`config.mk`:
```
export PLATFORM = sky130hd
export DESIGN_NAME = logic_unit_pipe_flat
export DESIGN_NICKNAME = d
export VERILOG_FILES = /design/src/rtl/logic_unit_pipe_if.sv /design/src/rtl/logic_unit_pipe.sv /design/src/flat_wrapper.sv
export SDC_FILE = /design/constraint.sdc
export NUM_CORES = 1
export LEC_CHECK = 0
export ABC_AREA = 0
export CORE_AREA = 5 5 67 100
export CTS_CLUSTER_DIAMETER = 120
export DETAILED_ROUTE_END_ITERATION = 12
export DIE_AREA = 0 0 72 105
export PLACE_DENSITY = 0.86
export SYNTH_ARGS = -nofsm -noshare
export SYNTH_HDL_FRONTEND = slang
export SYNTH_SLANG_ARGS = --single-unit
```
`constraint.sdc`:
```
create_clock -name clk -period 2.95 [get_ports clk]
set_input_delay 0.4425 -clock clk [delete_from_list [all_inputs] [get_ports clk]]
set_output_delay 0.4425 -clock clk [all_outputs]
set_load 0.01 [all_outputs]
```
`src/rtl/logic_unit_pipe_if.sv`:
```
`default_nettype none
// ============================================================================
// Module      : logic_unit_pipe_if
// Description : Handshake and result bundle for the registered logic unit.
// Revision    : 1.0 - initial release
// ============================================================================
interface logic_unit_pipe_if #(
    parameter int WIDTH = 8,
    parameter int CNT_W = 16
);
    logic             in_valid;
    logic             in_ready;
    logic [2:0]       in_op;
    logic [WIDTH-1:0] in_a;
    logic [WIDTH-1:0] in_b;
    logic             in_acc;
    logic             in_first;
    logic             clr_cnt;
    logic             out_valid;
    logic             out_ready;
    logic [WIDTH-1:0] res;
    logic             red_and;
    logic             red_or;
    logic             red_xor;
    logic             zero;
    logic [CNT_W-1:0] beat_cnt;

    modport slave (
        input  in_valid, in_op, in_a, in_b, in_acc, in_first, clr_cnt, out_ready,
        output in_ready, out_valid, res, red_and, red_or, red_xor, zero, beat_cnt
    );

    modport master (
        output in_valid, in_op, in_a, in_b, in_acc, in_first, clr_cnt, out_ready,
        input  in_ready, out_valid, res, red_and, red_or, red_xor, zero, beat_cnt
    );
endinterface
`default_nettype wire

```
`src/rtl/logic_unit_pipe.sv`:
```
`default_nettype none
// ============================================================================
// Module      : logic_unit_pipe
// Description : One-cycle registered bitwise unit with accumulate mode,
//               reduction flags and a saturating accepted-beat counter.
// Revision    : 1.0 - initial release
// ============================================================================
module logic_unit_pipe #(
    parameter int WIDTH = 8,
    parameter int CNT_W = 16
) (
    input  wire logic        clk,
    input  wire logic        rst_n,
    logic_unit_pipe_if.slave bus
);

    localparam logic [2:0] c_op_and  = 3'd0;
    localparam logic [2:0] c_op_or   = 3'd1;
    localparam logic [2:0] c_op_not  = 3'd2;
    localparam logic [2:0] c_op_nor  = 3'd3;
    localparam logic [2:0] c_op_nand = 3'd4;
    localparam logic [2:0] c_op_xor  = 3'd5;
    localparam logic [2:0] c_op_xnor = 3'd6;

    localparam logic [CNT_W-1:0] c_cnt_max = '1;
    localparam logic [CNT_W-1:0] c_cnt_one = {{(CNT_W-1){1'b0}}, 1'b1};

    logic             r_out_valid;
    logic [WIDTH-1:0] r_res;
    logic [WIDTH-1:0] r_acc;
    logic             r_red_and;
    logic             r_red_or;
    logic             r_red_xor;
    logic             r_zero;
    logic [CNT_W-1:0] r_cnt;

    logic             w_in_ready;
    logic             w_accept;
    logic [WIDTH-1:0] w_x;
    logic [WIDTH-1:0] w_y;
    logic [WIDTH-1:0] w_f;
    logic [WIDTH-1:0] w_result;

    assign w_in_ready = !r_out_valid || bus.out_ready;
    assign w_accept   = bus.in_valid && w_in_ready;

    // In accumulate mode the running value is the left operand and in_a the right.
    always_comb begin
        w_x = bus.in_acc ? r_acc : bus.in_a;
        w_y = bus.in_acc ? bus.in_a : bus.in_b;
        case (bus.in_op)
            c_op_and:  w_f = w_x & w_y;
            c_op_or:   w_f = w_x | w_y;
            c_op_not:  w_f = ~w_x;
            c_op_nor:  w_f = ~(w_x | w_y);
            c_op_nand: w_f = ~(w_x & w_y);
            c_op_xor:  w_f = w_x ^ w_y;
            c_op_xnor: w_f = ~(w_x ^ w_y);
            default:   w_f = w_x;
        endcase
        w_result = (bus.in_acc && bus.in_first) ? bus.in_a : w_f;
    end

    always_ff @(posedge clk or negedge rst_n) begin
        if (!rst_n) begin
            r_out_valid <= 1'b0;
            r_res       <= '0;
            r_red_and   <= 1'b0;
            r_red_or    <= 1'b0;
            r_red_xor   <= 1'b0;
            r_zero      <= 1'b0;
        end else if (w_accept) begin
            r_out_valid <= 1'b1;
            r_res       <= w_result;
            r_red_and   <= &w_result;
            r_red_or    <= |w_result;
            r_red_xor   <= ^w_result;
            r_zero      <= ~|w_result;
        end else if (bus.out_ready) begin
            r_out_valid <= 1'b0;
        end
    end

    always_ff @(posedge clk or negedge rst_n) begin
        if (!rst_n) begin
            r_acc <= '0;
        end else if (w_accept && bus.in_acc) begin
            r_acc <= w_result;
        end
    end

    // A clear coinciding with an accept counts that beat.
    always_ff @(posedge clk or negedge rst_n) begin
        if (!rst_n) begin
            r_cnt <= '0;
        end else if (bus.clr_cnt) begin
            r_cnt <= w_accept ? c_cnt_one : '0;
        end else if (w_accept && (r_cnt != c_cnt_max)) begin
            r_cnt <= r_cnt + c_cnt_one;
        end
    end

    assign bus.in_ready  = w_in_ready;
    assign bus.out_valid = r_out_valid;
    assign bus.res       = r_res;
    assign bus.red_and   = r_red_and;
    assign bus.red_or    = r_red_or;
    assign bus.red_xor   = r_red_xor;
    assign bus.zero      = r_zero;
    assign bus.beat_cnt  = r_cnt;

endmodule
`default_nettype wire

```
`src/flat_wrapper.sv`:
```
// flat-port wrapper written by rule: the top's interface ports become plain ports
module logic_unit_pipe_flat 
#(
    parameter int WIDTH = 8,
    parameter int CNT_W = 16
)
  (clk, rst_n, bus_in_valid, bus_in_op, bus_in_a, bus_in_b, bus_in_acc, bus_in_first, bus_clr_cnt, bus_out_ready, bus_in_ready, bus_out_valid, bus_res, bus_red_and, bus_red_or, bus_red_xor, bus_zero, bus_beat_cnt);
  logic_unit_pipe_if #(.WIDTH(WIDTH), .CNT_W(CNT_W)) bus_i ();
  input  wire logic clk;
  input  wire logic rst_n;
  input wire logic [$bits(bus_i.in_valid)-1:0] bus_in_valid;
  input wire logic [$bits(bus_i.in_op)-1:0] bus_in_op;
  input wire logic [$bits(bus_i.in_a)-1:0] bus_in_a;
  input wire logic [$bits(bus_i.in_b)-1:0] bus_in_b;
  input wire logic [$bits(bus_i.in_acc)-1:0] bus_in_acc;
  input wire logic [$bits(bus_i.in_first)-1:0] bus_in_first;
  input wire logic [$bits(bus_i.clr_cnt)-1:0] bus_clr_cnt;
  input wire logic [$bits(bus_i.out_ready)-1:0] bus_out_ready;
  output wire logic [$bits(bus_i.in_ready)-1:0] bus_in_ready;
  output wire logic [$bits(bus_i.out_valid)-1:0] bus_out_valid;
  output wire logic [$bits(bus_i.res)-1:0] bus_res;
  output wire logic [$bits(bus_i.red_and)-1:0] bus_red_and;
  output wire logic [$bits(bus_i.red_or)-1:0] bus_red_or;
  output wire logic [$bits(bus_i.red_xor)-1:0] bus_red_xor;
  output wire logic [$bits(bus_i.zero)-1:0] bus_zero;
  output wire logic [$bits(bus_i.beat_cnt)-1:0] bus_beat_cnt;
  assign bus_i.in_valid = bus_in_valid;
  assign bus_i.in_op = bus_in_op;
  assign bus_i.in_a = bus_in_a;
  assign bus_i.in_b = bus_in_b;
  assign bus_i.in_acc = bus_in_acc;
  assign bus_i.in_first = bus_in_first;
  assign bus_i.clr_cnt = bus_clr_cnt;
  assign bus_i.out_ready = bus_out_ready;
  assign bus_in_ready = bus_i.in_ready;
  assign bus_out_valid = bus_i.out_valid;
  assign bus_res = bus_i.res;
  assign bus_red_and = bus_i.red_and;
  assign bus_red_or = bus_i.red_or;
  assign bus_red_xor = bus_i.red_xor;
  assign bus_zero = bus_i.zero;
  assign bus_beat_cnt = bus_i.beat_cnt;
  logic_unit_pipe #(.WIDTH(WIDTH), .CNT_W(CNT_W)) u_core (.clk(clk), .rst_n(rst_n), .bus(bus_i));
endmodule
```
== Word-level counts from Yosys, hierarchy flattened ==
Cells that the tools add are included.

* Logic and storage cells: 45
* Bits of input ports: 26
* Bits in registers: 37

* $add $sub $neg: 1
* Bitwise gates (word level): 7
* Mux-type cells: 9
* Reduce and logical (&&, ||, !) cells: 13
* Equality and inequality tests: 7

{| class="wikitable"
|+ Operator list
! cell !! number
|-
| $pmux W8 S7 || 1
|-
| $mux W16 || 2
|-
| $not A8 Y8 || 4
|-
| $mux W8 || 3
|-
| $add A16 B1 Y16 const B || 1
|-
| $ne A16 B16 Y1 const B || 1
|-
| $eq A3 B3 Y1 const B || 3
|-
| $and A8 B8 Y8 || 1
|-
| $or A8 B8 Y8 || 1
|-
| $reduce_and A8 Y1 || 1
|-
| $reduce_or A8 Y1 || 1
|-
| $reduce_xor A8 Y1 || 1
|-
| $xor A8 B8 Y8 || 1
|-
| $eq A3 B2 Y1 const B || 2
|-
| $logic_and A1 B1 Y1 || 4
|-
| $reduce_bool A2 Y1 || 2
|-
| $eq A3 B1 Y1 const B || 1
|-
| $logic_not A3 Y1 || 1
|-
| $mux W1 || 3
|-
| $logic_not A1 Y1 || 2
|-
| $logic_or A1 B1 Y1 || 1
|}

== Longest topological paths before layout ==
Gate-level depths: netlist (run 1).

* Word-level depth: 7
* Gate-level depth with buffers: 14
* Mapped depth without buffers: 12

== Worst setup path before layout (run 1) ==
Ideal clock, no wire load.

* Path kind: input-to-reg
* From: in bus_in_acc
* To: reg u_core.r_red_xor (netlist: u_core.bus.red_xor)
* Path buffers: 2
* Required time: 2.814 ns
* Path slack: 0.009 ns
* Arrival time: 2.805 ns
* Stages: 14
* Cells stage by stage: buf_6 > buf_1 > mux2i_1 > inv_1 > ha_1 > nor2_1 > a21o_1 > a211oi_1 > o31ai_2 > inv_1 > ha_1 > xnor2_1 > xnor2_1 > o21ai_0

* Cells in the longest elaborated chain, start to end: 6

{| class="wikitable"
|+ Ends and longest elaborated chain
! item !! line !! RTL
|-
| from (decl) || flat_wrapper.sv:15 || <nowiki>input wire logic [$bits(bus_i.in_acc)-1:0] bus_in_acc;</nowiki>
|-
| $mux W8, on equally long branches || logic_unit_pipe.sv:49, logic_unit_pipe.sv:50 ||
|-
| $xor A8 B8 Y8, or another cell as far along || logic_unit_pipe.sv:57, logic_unit_pipe.sv:58 ||
|-
| $not A8 Y8, on equally long branches || logic_unit_pipe.sv:58, logic_unit_pipe.sv:55, logic_unit_pipe.sv:56 ||
|-
| $pmux W8 S7 || logic_unit_pipe.sv:51 || <nowiki>case (bus.in_op)</nowiki>
|-
| $mux W8 * || logic_unit_pipe.sv:61 || <nowiki>w_result = (bus.in_acc && bus.in_first) ? bus.in_a : w_f;</nowiki>
|-
| net u_core.w_result[0] || logic_unit_pipe.sv:42 || <nowiki>logic [WIDTH-1:0] w_result;</nowiki>
|-
| $reduce_xor A8 Y1 * || logic_unit_pipe.sv:77 || <nowiki>r_red_xor <= ^w_result;</nowiki>
|-
| to (signal assigned) || logic_unit_pipe.sv:77 ||
|-
| to (decl) || logic_unit_pipe.sv:33 || <nowiki>logic r_red_xor;</nowiki>
|}

Mark *: on every way through the listed nets, which the timed path passes. The rest lies on a longest branch.
A chain may end at the register's enable or synchronous reset.

== Final worst setup path (run 1) ==
Same ends and word-level chain as after synthesis.

==> results of run 1 <==
placed cells by master (no fill, tap or decap), types with 2 or more instances in the layout:
cell and count:
clkdlybuf4s50_1 54, dfrtp_1 37, nor2_1 26, inv_1 26, ha_1 25, buf_4 23, nand2_1 20, mux2i_1 13
xnor2_1 13, nand3_1 10, nand4_1 10, mux2_1 10, nor3_1 9, a211oi_1 8, nand2b_1 7, mux2i_2 6
a21oi_1 6, a21o_1 6, clkbuf_8 6, mux2_4 5, o311ai_1 5, o31ai_2 5, nor4_1 5, o21ai_0 4
a211oi_2 4, mux2_2 4, nand3b_1 3, buf_12 3, a211o_1 2, a31oi_1 2, o211ai_1 2, and3_1 2
and2_1 2, o211a_1 2, o221ai_1 2, o32ai_1 2, o21ai_2 2, nor2_2 2, and4_1 2
per-layer routing:
layer	track usage	vias up
met4	0.09274	0
met5	0	-
met3	0.03074	18
met1	0.2489	1294
met2	0.3671	89
li1	-	1272
layout make-up:
| cell class | count | area share |
|---|---|---|
| Clock inverter | 2 | 0.009554 |
| Clock buffer | 6 | 0.02102 |
| Timing Repair Buffer | 82 | 0.2076 |
| Inverter | 26 | 0.02484 |
| Tap cell | 72 | 0.02293 |
| Sequential cell | 37 | 0.2357 |
| Multi-Input combinational cell | 234 | 0.4783 |
logic make-up after synthesis:
group                      count (synthesis)  synth area share
and+or+nand+nor                          103            0.1827
muxes                                     38            0.1443
DFF                                       37            0.3158
xor gates and xnor gates                  14           0.04183
AOI/OAI and AO/OA                         54            0.1443
buffers and inverters                     45           0.06444
adders and majority gates                 25            0.1067
repair_timing:
item                       CTS  global route
setup endpoints to repair    1             1
buffers inserted             0             2
cloned                       1             0
pin swaps                    0             2
hold endpoints to repair     0             0
resized for setup            5            12
flip-flops by register name (all words and copies together), names as in the netlist:
register / flops
u_core.bus.beat_cnt: 16
u_core.bus.res: 8
u_core.r_acc: 8
u_core.bus.out_valid: 1
u_core.bus.red_and: 1
u_core.bus.red_or: 1
u_core.bus.red_xor: 1
u_core.bus.zero: 1
final timing paths:
path                                          startpoint                             endpoint  slack [ns]  cells past startpoint
setup reg to reg             u_core.r_acc[0]$_DFFE_PN0P_       u_core.bus.red_xor$_DFFE_PN0P_        0.45                     11
hold / removal             u_core.bus.res[4]$_DFFE_PN0P_        u_core.bus.res[4]$_DFFE_PN0P_        0.50                      1
min in group asynchronous                          rst_n  u_core.bus.beat_cnt[12]$_DFFE_PN0P_        0.57                      2
hold reg to reg            u_core.bus.res[4]$_DFFE_PN0P_        u_core.bus.res[4]$_DFFE_PN0P_        0.50                      1
setup / recovery                              bus_in_acc       u_core.bus.red_xor$_DFFE_PN0P_        0.16                     13
max in group asynchronous                          rst_n        u_core.bus.res[0]$_DFFE_PN0P_        2.04                      2
critical path, delay by kind of cell:
family,cells,cell delay (ns)
compound gates,4,0.56
simple gates,1,0.15
fa+ha+maj,2,0.52
buf+inv,3,0.65
xor+xnor,2,0.31
mux,1,0.32
through the flow:
stage / worst slack, ns / cell area, um^2
floorplan: 0.008639 / 2932
global placement: -0.2337 / 3699
detailed placement: -0.3057 / 3699
CTS: 0.1495 / 3871
global route: -0.003187 / 3929
finish: 0.1550 / 3929
power by group:
part / total (mW) / leakage (nW) / internal [mW] / switching, mW
Clock: 0.454 / 0.0574 / 0.275 / 0.179
Combinational: 0.694 / 1.23 / 0.374 / 0.321
Sequential: 0.627 / 0.469 / 0.577 / 0.0498
Total: 1.78 / 1.75 / 1.23 / 0.550
==> summary.md, run 1 <==
| Metric | Value |
|---|---|
| Layout cells sized above 1 | `0.1757` |
| Drt wl/cell | `16.85 um` |
| Fin crit share | `0.9474` |
| Area Growth Syn to Fin | `34.02%` |
| Crit path time final | `2.795 ns` |
| Fill count | `464` |
| Power per cell area | `451.9 mW/mm^2` |
| Via count | `2673` |
| Maximum VDD drop | `0.3534 mV` |
| Initial antenna violation count | `0` |
| Final #Nets | `437` |
| Met1 wire length | `3.098 mm` |
| Fmax | `0.3578 GHz` |
| Gr ovfl total | `0` |
| Critical path arrival | `2.96 ns` |
| Multi-input logic area | `0.001879 mm^2` |
| Crit path launch type | `input pin` |
| Hold-fix buffers, CTS | `0` |
| Ys async rst share | `1.000` |
| Top post-synthesis cells by area | `dfrtp_1 32%, ha_1 11%, mux2i_1 6.5%` |
| Sequential fraction of the synthesis area | `0.3158` |
| WL met3 | `307 um` |
| Clock tree buffer depth | `2` |
| Clock Skew | `0.006750 ns` |
| FF/Latch Area | `925.9 um^2` |
| TritonCTS Buffers | `5` |
| Max incr delay on CP | `0.32 ns` |
| Crit-path cells | `clkdlybuf4s15_1 > bufbuf_16 > mux2_4 > ha_1 > nor2_2 > a21o_1 > a211oi_2 > o31ai_2 > inv_1 > ha_1 > xnor2_1 > xnor2_1 > o21ai_1` |
| Setup tns final | `0 ns` |
| GR Util All Layers | `0.2099` |
| Commonest cells in the netlist | `37 x dfrtp_1, 28 x nor2_1, 26 x inv_1` |
| Most frequent cell after synthesis | `dfrtp_1` |
| Post-synthesis cell area | `0.002932 mm^2` |
| Port bufs | `55` |
| Fin Hold WS | `0.5040 ns` |
| CORE AREA | `0.005700 mm^2` |
| TritonCTS clock tree | `built` |
| Final Core Density | `0.6892` |
| Slowest CP cell | `bufbuf_16` |
| Rows | `34` |
| Ant diodes | `0` |
| Vias in the first global route | `2834` |
| Req. time, crit path | `3.11 ns` |
| Non-Filler Instances | `459` |
| Pin count of the biggest net entering global routing | `38` |
| Worst relative slew slack | `0.5898` |
| WL met2 | `4.129 mm` |
| Placed cells | `448` |
| Final Hold Fails | `0` |
| Detailed placement HPWL | `5.636 mm` |
| I/O Pins | `56` |
| Pins Over Slew Limit | `0` |
| Most used flip-flop cell after synthesis | `dfrtp_1` |
| First-pass GRT wire length | `13.05 mm` |
| Outcome | `finished, final reports clean` |
| Syn avg cell area | `9.277 um^2` |
| Leak Pwr | `1.753 nW` |
| DRT iter0 DRCs | `198` |
| Synth Net Count | `367` |
| Max cap viols | `0` |
| Post-synth EDFFs | `0` |
| Die H | `105 um` |
| Final setup vio count | `0` |
| Worst hold path type | `register to register` |
| CP max FO | `10` |
| Die footprint | `0.007560 mm^2` |
| Register bit total from synthesis | `37` |
| Routed wire length | `7.735 mm` |
| Total Power | `1.776 mW` |
| CTS sink count | `37` |
| GPL Wtd Cong | `0.9180` |
| Post-DRT Antenna Nets | `0` |
| Drt first pass iters | `6` |
| Clock Latency Late Sink | `0.28 ns` |
| DRC Markers | `0` |
| Setup crit end kind | `register` |
| Drt via density | `5.824` |
| Synth warn | `0` |
| Cells after Synth | `316` |
| Yosys top cell area share | `0.3158` |
| Root Buffer | `clkbuf_8` |
| Area leader, netlist | `dfrtp_1` |
| Initial core utilization | `0.5143` |
| Worst-margin pin slew | `0.6133 ns` |
| Top Metal Used | `met4` |
| Die width | `72 um` |
| CTS clk-pin slew, worst paths | `0.08 ns` |
| Depth of the CTS H-tree | `2` |
| Cell variety after synth | `43` |
| Worst Path Class, Setup | `input pin to register` |
(Power assumes the default switching activity.)
==> run 2, diff against run 1 <==
--- a/config.mk
+++ b/config.mk
@@ -7,9 +7,11 @@
 export LEC_CHECK = 0
 export ABC_AREA = 0
-export CORE_AREA = 5 5 67 100
+export CELL_PAD_IN_SITES_DETAIL_PLACEMENT = 0
+export CELL_PAD_IN_SITES_GLOBAL_PLACEMENT = 1
+export CORE_AREA = 5 5 76 113
 export CTS_CLUSTER_DIAMETER = 120
 export DETAILED_ROUTE_END_ITERATION = 12
-export DIE_AREA = 0 0 72 105
-export PLACE_DENSITY = 0.86
+export DIE_AREA = 0 0 81 118
+export PLACE_DENSITY = 0.87
 export SYNTH_ARGS = -nofsm -noshare
 export SYNTH_HDL_FRONTEND = slang
==> constraint.sdc (replaced) <==
create_clock -name clk -period 3 [get_ports clk]
set_input_delay 0.45 -clock clk [delete_from_list [all_inputs] [get_ports clk]]
set_output_delay 0.45 -clock clk [all_outputs]
set_load 0.05 [all_outputs]
==> run 2 against run 1 <==
Sequential cell count unchanged. Die area increased by 26%. Non-clock buffer count increased by 1. Design area increased by 0.61%. Via count decreased by 3.3%. Clock power increased by 9.9%.
==> summary.md, run 2 (synthesized netlist as in run 1, its figures left out) <==
| Metric | Value |
|---|---|
| Die footprint | `0.009558 mm^2 (+26%)` |
| Area Growth Syn to Fin | `34.83%` |
| Max incr delay on CP | `0.55 ns (+0.23 ns)` |
| Depth of the CTS H-tree | `2 (unchanged)` |
| Leak Pwr | `1.769 nW (+0.91%)` |
| Via count | `2586 (-3.3%)` |
| Commonest non-fill, non-tap cells in the layout | `53 x clkdlybuf4s50_1, 37 x dfrtp_1, 27 x nor2_1, 26 x inv_1, 25 x ha_1` |
| CTS sink count | `37 (unchanged)` |
| FF/Latch Area | `925.9 um^2 (unchanged)` |
| Seq pwr share | `0.325 (-0.028)` |
| Final setup vio count | `0 (unchanged)` |
| Setup crit end kind | `register` |
| Post-DP Area | `0.003746 mm^2 (+1.3%)` |
| Crit path setup slack, layout | `0.2531 ns (+0.09805 ns)` |
| Drt via density | `5.278 (-9.4%)` |
| Critical path arrival | `2.89 ns (-0.07 ns)` |
| Clock Latency Late Sink | `0.27 ns (about the same)` |
| Final Instance Area | `0.003953 mm^2 (+0.61%)` |
| CTS clk-pin slew, worst paths | `0.06 ns (-0.02 ns)` |
| R2r setup slk | `0.58 ns (+0.13 ns)` |
| Non-Filler Instances | `490 (+6.8%)` |
| Gr ovfl total | `0 (unchanged)` |
| TritonCTS Buffers | `5 (unchanged)` |
| First-pass GRT wire length | `12.29 mm (-5.9%)` |
| Power per cell area | `480.4 mW/mm^2 (+6.3%)` |
| Clock Skew | `0.002394 ns (-0.004356 ns)` |
| Vias in the first global route | `2704 (-4.6%)` |
| Switch Pwr | `0.6663 mW (+21%)` |
| Clk pwr share | `0.263 (+0.007)` |
| CP top delay family | `compound AO/OA/AOI/OAI gates` |
| WP buf/inv | `3 (unchanged)` |
| Placed cells | `480 (+7.1%)` |
| CP max FO | `3 (-7)` |
| Outcome | `finished, final reports clean` |
| Fill count | `723 (+56%)` |
| TritonCTS clock tree | `built` |
| Routed wire length | `7.354 mm (-4.9%)` |
| Worst Path Class, Setup | `input pin to register` |
| Post-DRT Antenna Nets | `0 (unchanged)` |
| Crit-path cells | `clkdlybuf4s50_1 > mux2_4 > inv_1 > ha_1 > a211oi_1 > a211oi_1 > o31ai_2 > inv_1 > ha_1 > xnor2_2 > xnor2_1 > o21ai_0` |
| Pins Over Slew Limit | `0 (unchanged)` |
| Crit path time final | `2.747 ns` |
| Rows | `39 (+15%)` |
| Final #Nets | `438 (+0.23%)` |
| Initial antenna violation count | `0 (unchanged)` |
| Layout cells sized above 1 | `0.1624 (-0.01334)` |
| RSZ-0062 raised after global routing | `no` |
| Max reg flops | `16 (unchanged)` |
| Die width | `81 um (+13%)` |
| Slowest CP cell | `clkdlybuf4s50_1` |
| Crit path launch type | `input pin` |
| Maximum VDD drop | `0.3195 mV (-9.6%)` |
| Max cap viols | `0 (unchanged)` |
| Clock tree buffer depth | `2 (unchanged)` |
| DRT iter0 DRCs | `62 (-69%)` |
| Detailed placement HPWL | `5.630 mm (about the same)` |
| Die H | `118 um (+12%)` |
| Worst hold path type | `input pin to async pin` |
| Final Core Density | `0.5260 (-0.1632)` |
| Sw Share | `0.3509 (+0.04141)` |
| Fin crit share | `0.9156` |
| DRC Markers | `0 (unchanged)` |
| Initial core utilization | `0.3901 (-0.1242)` |
| Pin count of the biggest net entering global routing | `38 (unchanged)` |
| Req. time, crit path | `3.14 ns (+0.03 ns)` |
| Worst relative slew slack | `0.4377 (-0.1522)` |
| GPL Wtd Cong | `0.8497 (-7.4%)` |
| Worst-margin pin slew | `0.8435 ns (+0.2302 ns)` |
| Total Power | `1.899 mW (+6.9%)` |
| Root Buffer | `clkbuf_16` |
| Fmax | `0.3640 GHz` |
| Gate power share | `0.413 (+0.022)` |
| Multi-input logic area | `0.001859 mm^2 (-1.1%)` |
| Drt wl/cell | `15.01 um (-11%)` |
| I/O Pins | `56 (unchanged)` |
| GR Util All Layers | `0.1572 (-0.05263)` |
| CORE AREA | `0.007515 mm^2 (+32%)` |
| Port bufs | `55 (unchanged)` |
| Pre-CTS WS | `-0.2387 ns (+0.06698 ns)` |
| Hold-fix buffers, CTS | `0 (unchanged)` |
| Drt first pass iters | `4 (-2)` |
| Final Hold Fails | `0 (unchanged)` |
| Ant diodes | `0 (unchanged)` |
| Internal | `1.233 mW (+0.53%)` |
| Most common cell after layout, fill and taps aside | `clkdlybuf4s50_1` |
## run 2: worst paths after layout
check	start	end	depth (start not counted)
max	bus_in_a[4]	u_core.bus.red_xor$_DFFE_PN0P_	12
min	rst_n	u_core.bus.beat_cnt[10]$_DFFE_PN0P_	1
max reg2reg	u_core.r_acc[6]$_DFFE_PN0P_	u_core.bus.red_xor$_DFFE_PN0P_	11
min reg2reg	u_core.r_acc[0]$_DFFE_PN0P_	u_core.r_acc[0]$_DFFE_PN0P_	1
max in group asynchronous	rst_n	u_core.bus.out_valid$_DFFE_PN0P_	1
min in group clk	u_core.r_acc[0]$_DFFE_PN0P_	u_core.r_acc[0]$_DFFE_PN0P_	1
## run 2: power by group through the flow
stage	clock network (mW)	logic [mW]	registers, mW
floorplan	0	0.356	0.746
global placement	0	0.748	0.623
detailed placement	0	0.763	0.624
CTS	0.515	0.767	0.616
global route	0.533	0.850	0.625
finish	0.499	0.783	0.617
## run 2: per-stage QoR
stage	setup TNS (ns)	hold slack, ns
floorplan	0	0.1544
global placement	-0.2882	0.4701
detailed placement	-0.3361	0.4832
CTS	0	0.3105
global route	0	0.3511
finish	0	0.2819
## run 2: repair_timing
item,CTS,global route
endpoints found under the setup margin,0,1
resized for setup,0,10
setup buffers,0,2
## run 2: final cells by class
type / instances / area share
Timing Repair Buffer: 83 / 0.2023
Clock buffer: 5 / 0.03166
Multi-Input combinational cell: 234 / 0.4704
Clock inverter: 3 / 0.004432
Tap cell: 102 / 0.03229
Sequential cell: 37 / 0.2343
Inverter: 26 / 0.02469
## run 2: metal layers
metal | up-vias | share of wire | track usage
met4 | 0 | 0.014 | 0.04440
met2 | 58 | 0.53 | 0.2834
met1 | 1251 | 0.42 | 0.1867
met5 | - | 0 | 0
li1 | 1267 | - | -
met3 | 10 | 0.041 | 0.02450
==> variant 1: new RTL, settings of run 2 <==
`WIDTH` is set to 8 in 3 places; all go to 7.
--- a/src/rtl/logic_unit_pipe_if.sv
+++ b/src/rtl/logic_unit_pipe_if.sv
@@ -5,7 +5,7 @@
 // Revision    : 1.0 - initial release
 // ============================================================================
 interface logic_unit_pipe_if #(
-    parameter int WIDTH = 8,
+    parameter int WIDTH = 7,
     parameter int CNT_W = 16
 );
     logic             in_valid;
--- a/src/rtl/logic_unit_pipe.sv
+++ b/src/rtl/logic_unit_pipe.sv
@@ -6,7 +6,7 @@
 // Revision    : 1.0 - initial release
 // ============================================================================
 module logic_unit_pipe #(
-    parameter int WIDTH = 8,
+    parameter int WIDTH = 7,
     parameter int CNT_W = 16
 ) (
     input  wire logic        clk,
--- a/src/flat_wrapper.sv
+++ b/src/flat_wrapper.sv
@@ -1,7 +1,7 @@
 // flat-port wrapper written by rule: the top's interface ports become plain ports
 module logic_unit_pipe_flat 
 #(
-    parameter int WIDTH = 8,
+    parameter int WIDTH = 7,
     parameter int CNT_W = 16
 )
   (clk, rst_n, bus_in_valid, bus_in_op, bus_in_a, bus_in_b, bus_in_acc, bus_in_first, bus_clr_cnt, bus_out_ready, bus_in_ready, bus_out_valid, bus_res, bus_red_and, bus_red_or, bus_red_xor, bus_zero, bus_beat_cnt);
Interface: changed (resized bus_in_a, bus_in_b and bus_res); port bits go from 56 to 53. The function was not compared with the original's and may differ.
==> variant 1 against run 2 <==
- register-to-register slack lost 0.38 ns
- power grew 0.35%
- largest power group unchanged
- sequential cell count shrank 2
- wire length shrank 4.8%
- critical endpoint unchanged
- setup slack lost 0.13 ns
- cell count grew 4.1%
- design area grew 2.8%
- area after synthesis shrank 6.0%
==> variant 1: results (changes against run 2) <==
* Post-Place Cell Area at 3590 um2 (-4.2%)
* Xor-xnor portion of the synthesized cell area at 0.0381 (-0.00368)
* Number of global-route vias before repair at 2591 (-4.2%)
* Post-synthesis mux area share at 0.0913 (-0.0530)
* GR Util met2 at 0.290 (+0.00617)
* Compound-Gate Fraction of Synth Area at 0.144 (-0.000754)
* DR WL met2 at 3790 um (-2.3%)
* Peak supply drop at 279 uV (-13%)
* Post-CTS setup buffers at 12 (+12)
* Seq/Total Area, Yosys at 0.318 (+0.00206)
* Vias per cell at 5.07 (-4.0%)
* Met3 wire length at 289 um (-3.0%)
* WL/cell at 13.7 um (-8.5%)
* Hold slack at 0.475 ns (+0.193 ns)
* GR met3 Demand/Resource at 0.0237 (-0.000766)
* Gpl congestion at 0.816 (-3.9%)
* DP Cell Count at 490 (+2.1%)
* DP Worst Slack at -0.678 ns (-0.439 ns)
* All-layer global routing usage at 0.152 (-0.00567)
* Synthesized Nets at 361 (-1.6%)
* Largest cells by area after synthesis: dfrtp_1 32%, ha_1 9.5%, mux2i_1 5.4%
* Crit path max-delay cell type: mux2_4
* Synth Area in Adders at 0.0954 (-0.0113)
* DRT iter0 DRCs at 75 (+21%)
* Clock share of power at 0.261 (-0.002)
* Outcome: finished, final reports clean
* Met1 wire length at 2750 um (-10%)
* Measured slew at the worst slew-check pin at 0.611 ns (-0.232 ns)
* Clock skew at 0.00679 ns (+0.00440 ns)
* Gates resized, CTS repair at 27 (+27)
==> variant 1: cell type report <==
| type | count | area, um2 |
|---|---|---|
| inverters | 22 | 82.6 |
| clock inverters | 2 | 12.5 |
| repair buffers | 99 | 911 |
| flip-flops and latches | 35 | 876 |
| fillers | 744 | 3450 |
| clock buffers | 6 | 129 |
| well taps | 102 | 128 |
| multi-input cells | 244 | 1930 |
==> variant 1: worst max-delay path by stage <==
stage / start / endpoint
final: bus_in_a[1] / u_core.bus.red_xor$_DFFE_PN0P_
after global routing: bus_in_a[1] / u_core.bus.red_xor$_DFFE_PN0P_
after CTS: bus_in_acc / u_core.bus.red_xor$_DFFE_PN0P_
after detailed placement: bus_in_acc / u_core.bus.red_xor$_DFFE_PN0P_
after global placement: bus_in_acc / u_core.bus.red_xor$_DFFE_PN0P_
after floorplan: bus_in_acc / u_core.bus.red_xor$_DFFE_PN0P_
==> variant 1: worst min-delay path, cell delays in order, from the launching register on <==
cell	delay (ns)
dfrtp_1	0.34
nand2_1	0.05
o21ai_0	0.06
==> variant 2: new RTL, flow settings as in run 2 <==
Made on the original files. Reset style: synchronous (`rst_n`), changed in 3 clocked blocks.
--- a/src/rtl/logic_unit_pipe.sv
+++ b/src/rtl/logic_unit_pipe.sv
@@ -61,7 +61,7 @@
         w_result = (bus.in_acc && bus.in_first) ? bus.in_a : w_f;
     end
 
-    always_ff @(posedge clk or negedge rst_n) begin
+    always_ff @(posedge clk) begin
         if (!rst_n) begin
             r_out_valid <= 1'b0;
             r_res       <= '0;
@@ -81,7 +81,7 @@
         end
     end
 
-    always_ff @(posedge clk or negedge rst_n) begin
+    always_ff @(posedge clk) begin
         if (!rst_n) begin
             r_acc <= '0;
         end else if (w_accept && bus.in_acc) begin
@@ -90,7 +90,7 @@
     end
 
     // A clear coinciding with an accept counts that beat.
-    always_ff @(posedge clk or negedge rst_n) begin
+    always_ff @(posedge clk) begin
         if (!rst_n) begin
             r_cnt <= '0;
         end else if (bus.clr_cnt) begin
Formal check against the unedited RTL: differs if rst_n is asserted again (counterexample within 4 cycles, from zero or initial values and one cycle with rst_n low); with rst_n held inactive, the same outputs for 10 cycles.
==> variant 2 against run 2 <==
- power fell by 15%
- clock power up 0.8%
- wire length increased by 13%
- area after synthesis is 1.4% higher
- combinational power fell by 26%
- design area is 7.5% higher
- fmax shrank 4.7%
- sequential cell count did not move
- via count grew 17%
- setup slack got worse by 0.14 ns
==> variant 2: results (changes against run 2) <==
* Min-Delay Path Class: register to register
* Max transition margin at 0.569 (+0.131)
* DRT iter0 DRCs at 124 (+100%)
* Clock share of power at 0.311 (+0.048)
* Xor-xnor portion of the synthesized cell area at 0.0413 (-0.000564)
* All-layer global routing usage at 0.176 (+0.0186)
* Largest cells by area after synthesis: dfxtp_1 25%, ha_1 11%, mux2i_1 6.7%
* DP Worst Slack at -0.516 ns (-0.277 ns)
* Leak at 1.82 nW (+3.1%)
* CP startpoint: bus_in_a[7]
* Area growth, synth to finish at 42.9%
* WL/cell at 14.7 um (-1.8%)
* Worst path max stage delay at 0.53 ns (-0.02 ns)
* Clock skew at 0.00377 ns (+0.00138 ns)
* Internal power at 1.11 mW (-10%)
* First-pass GRT wire length at 13600 um (+11%)
* Outcome: finished, final reports clean
* Gpl congestion at 0.827 (-2.6%)
* Reg2Reg Setup Slack at 0.44 ns (-0.14 ns)
* Hpwl dp at 6680 um (+19%)
* Compound-Gate Fraction of Synth Area at 0.198 (+0.0541)
* Final worst slack at 0.118 ns (-0.135 ns)
* DP Cell Count at 555 (+16%)
* Fraction of layout cells with a size suffix above 1 at 0.210 (+0.0471)
* Critical R2R Capture: u_core.bus.red_xor$_SDFFE_PN0P_
* Peak supply drop at 253 uV (-21%)
* Fraction of registers with async set/reset at 0 (-1.00)
* Sequential Power Share at 0.331 (+0.006)
* Top_reg_cell synth: dfxtp_1
* Synth unique cells at 60 (+40%)
* Hold slack at 0.475 ns (+0.193 ns)
-- variant 2: cell types whose count changed in the layout (fill, tap and decap cells not counted), moves of 6 or more --
cell / before / now
o31ai_1: 0 / 12
buf_4: 24 / 54
nand3_1: 10 / 17
mux2_1: 10 / 0
o21ai_0: 5 / 13
nand2_1: 20 / 27
a211oi_1: 11 / 2
dfrtp_1: 37 / 0
dfxtp_1: 0 / 37
a21o_1: 6 / 0
o22a_1: 0 / 7
-- variant 2: area by class of cell --
type                    instances  area share
flip-flops and latches         37       0.174
clock buffers                   6      0.0303
repair buffers                112       0.243
well taps                     102      0.0300
inverters                      26      0.0230
clock inverters                 2     0.00236
multi-input cells             280       0.497
-- variant 2: per-layer routing --
layer  track usage  wire, um  vias up
met4        0.0846       288        0
met2         0.323      4470       70
li1              -         -     1518
met1         0.192      3250     1414
met3        0.0199       318       21
met5             0         0        -
-- variant 2: timing repair --
action,4_1_cts,5_1_grt
setup buffers,0,1
pin swaps,0,4
cloned,1,0
resized for setup,7,14
endpoints found under the setup margin,2,1
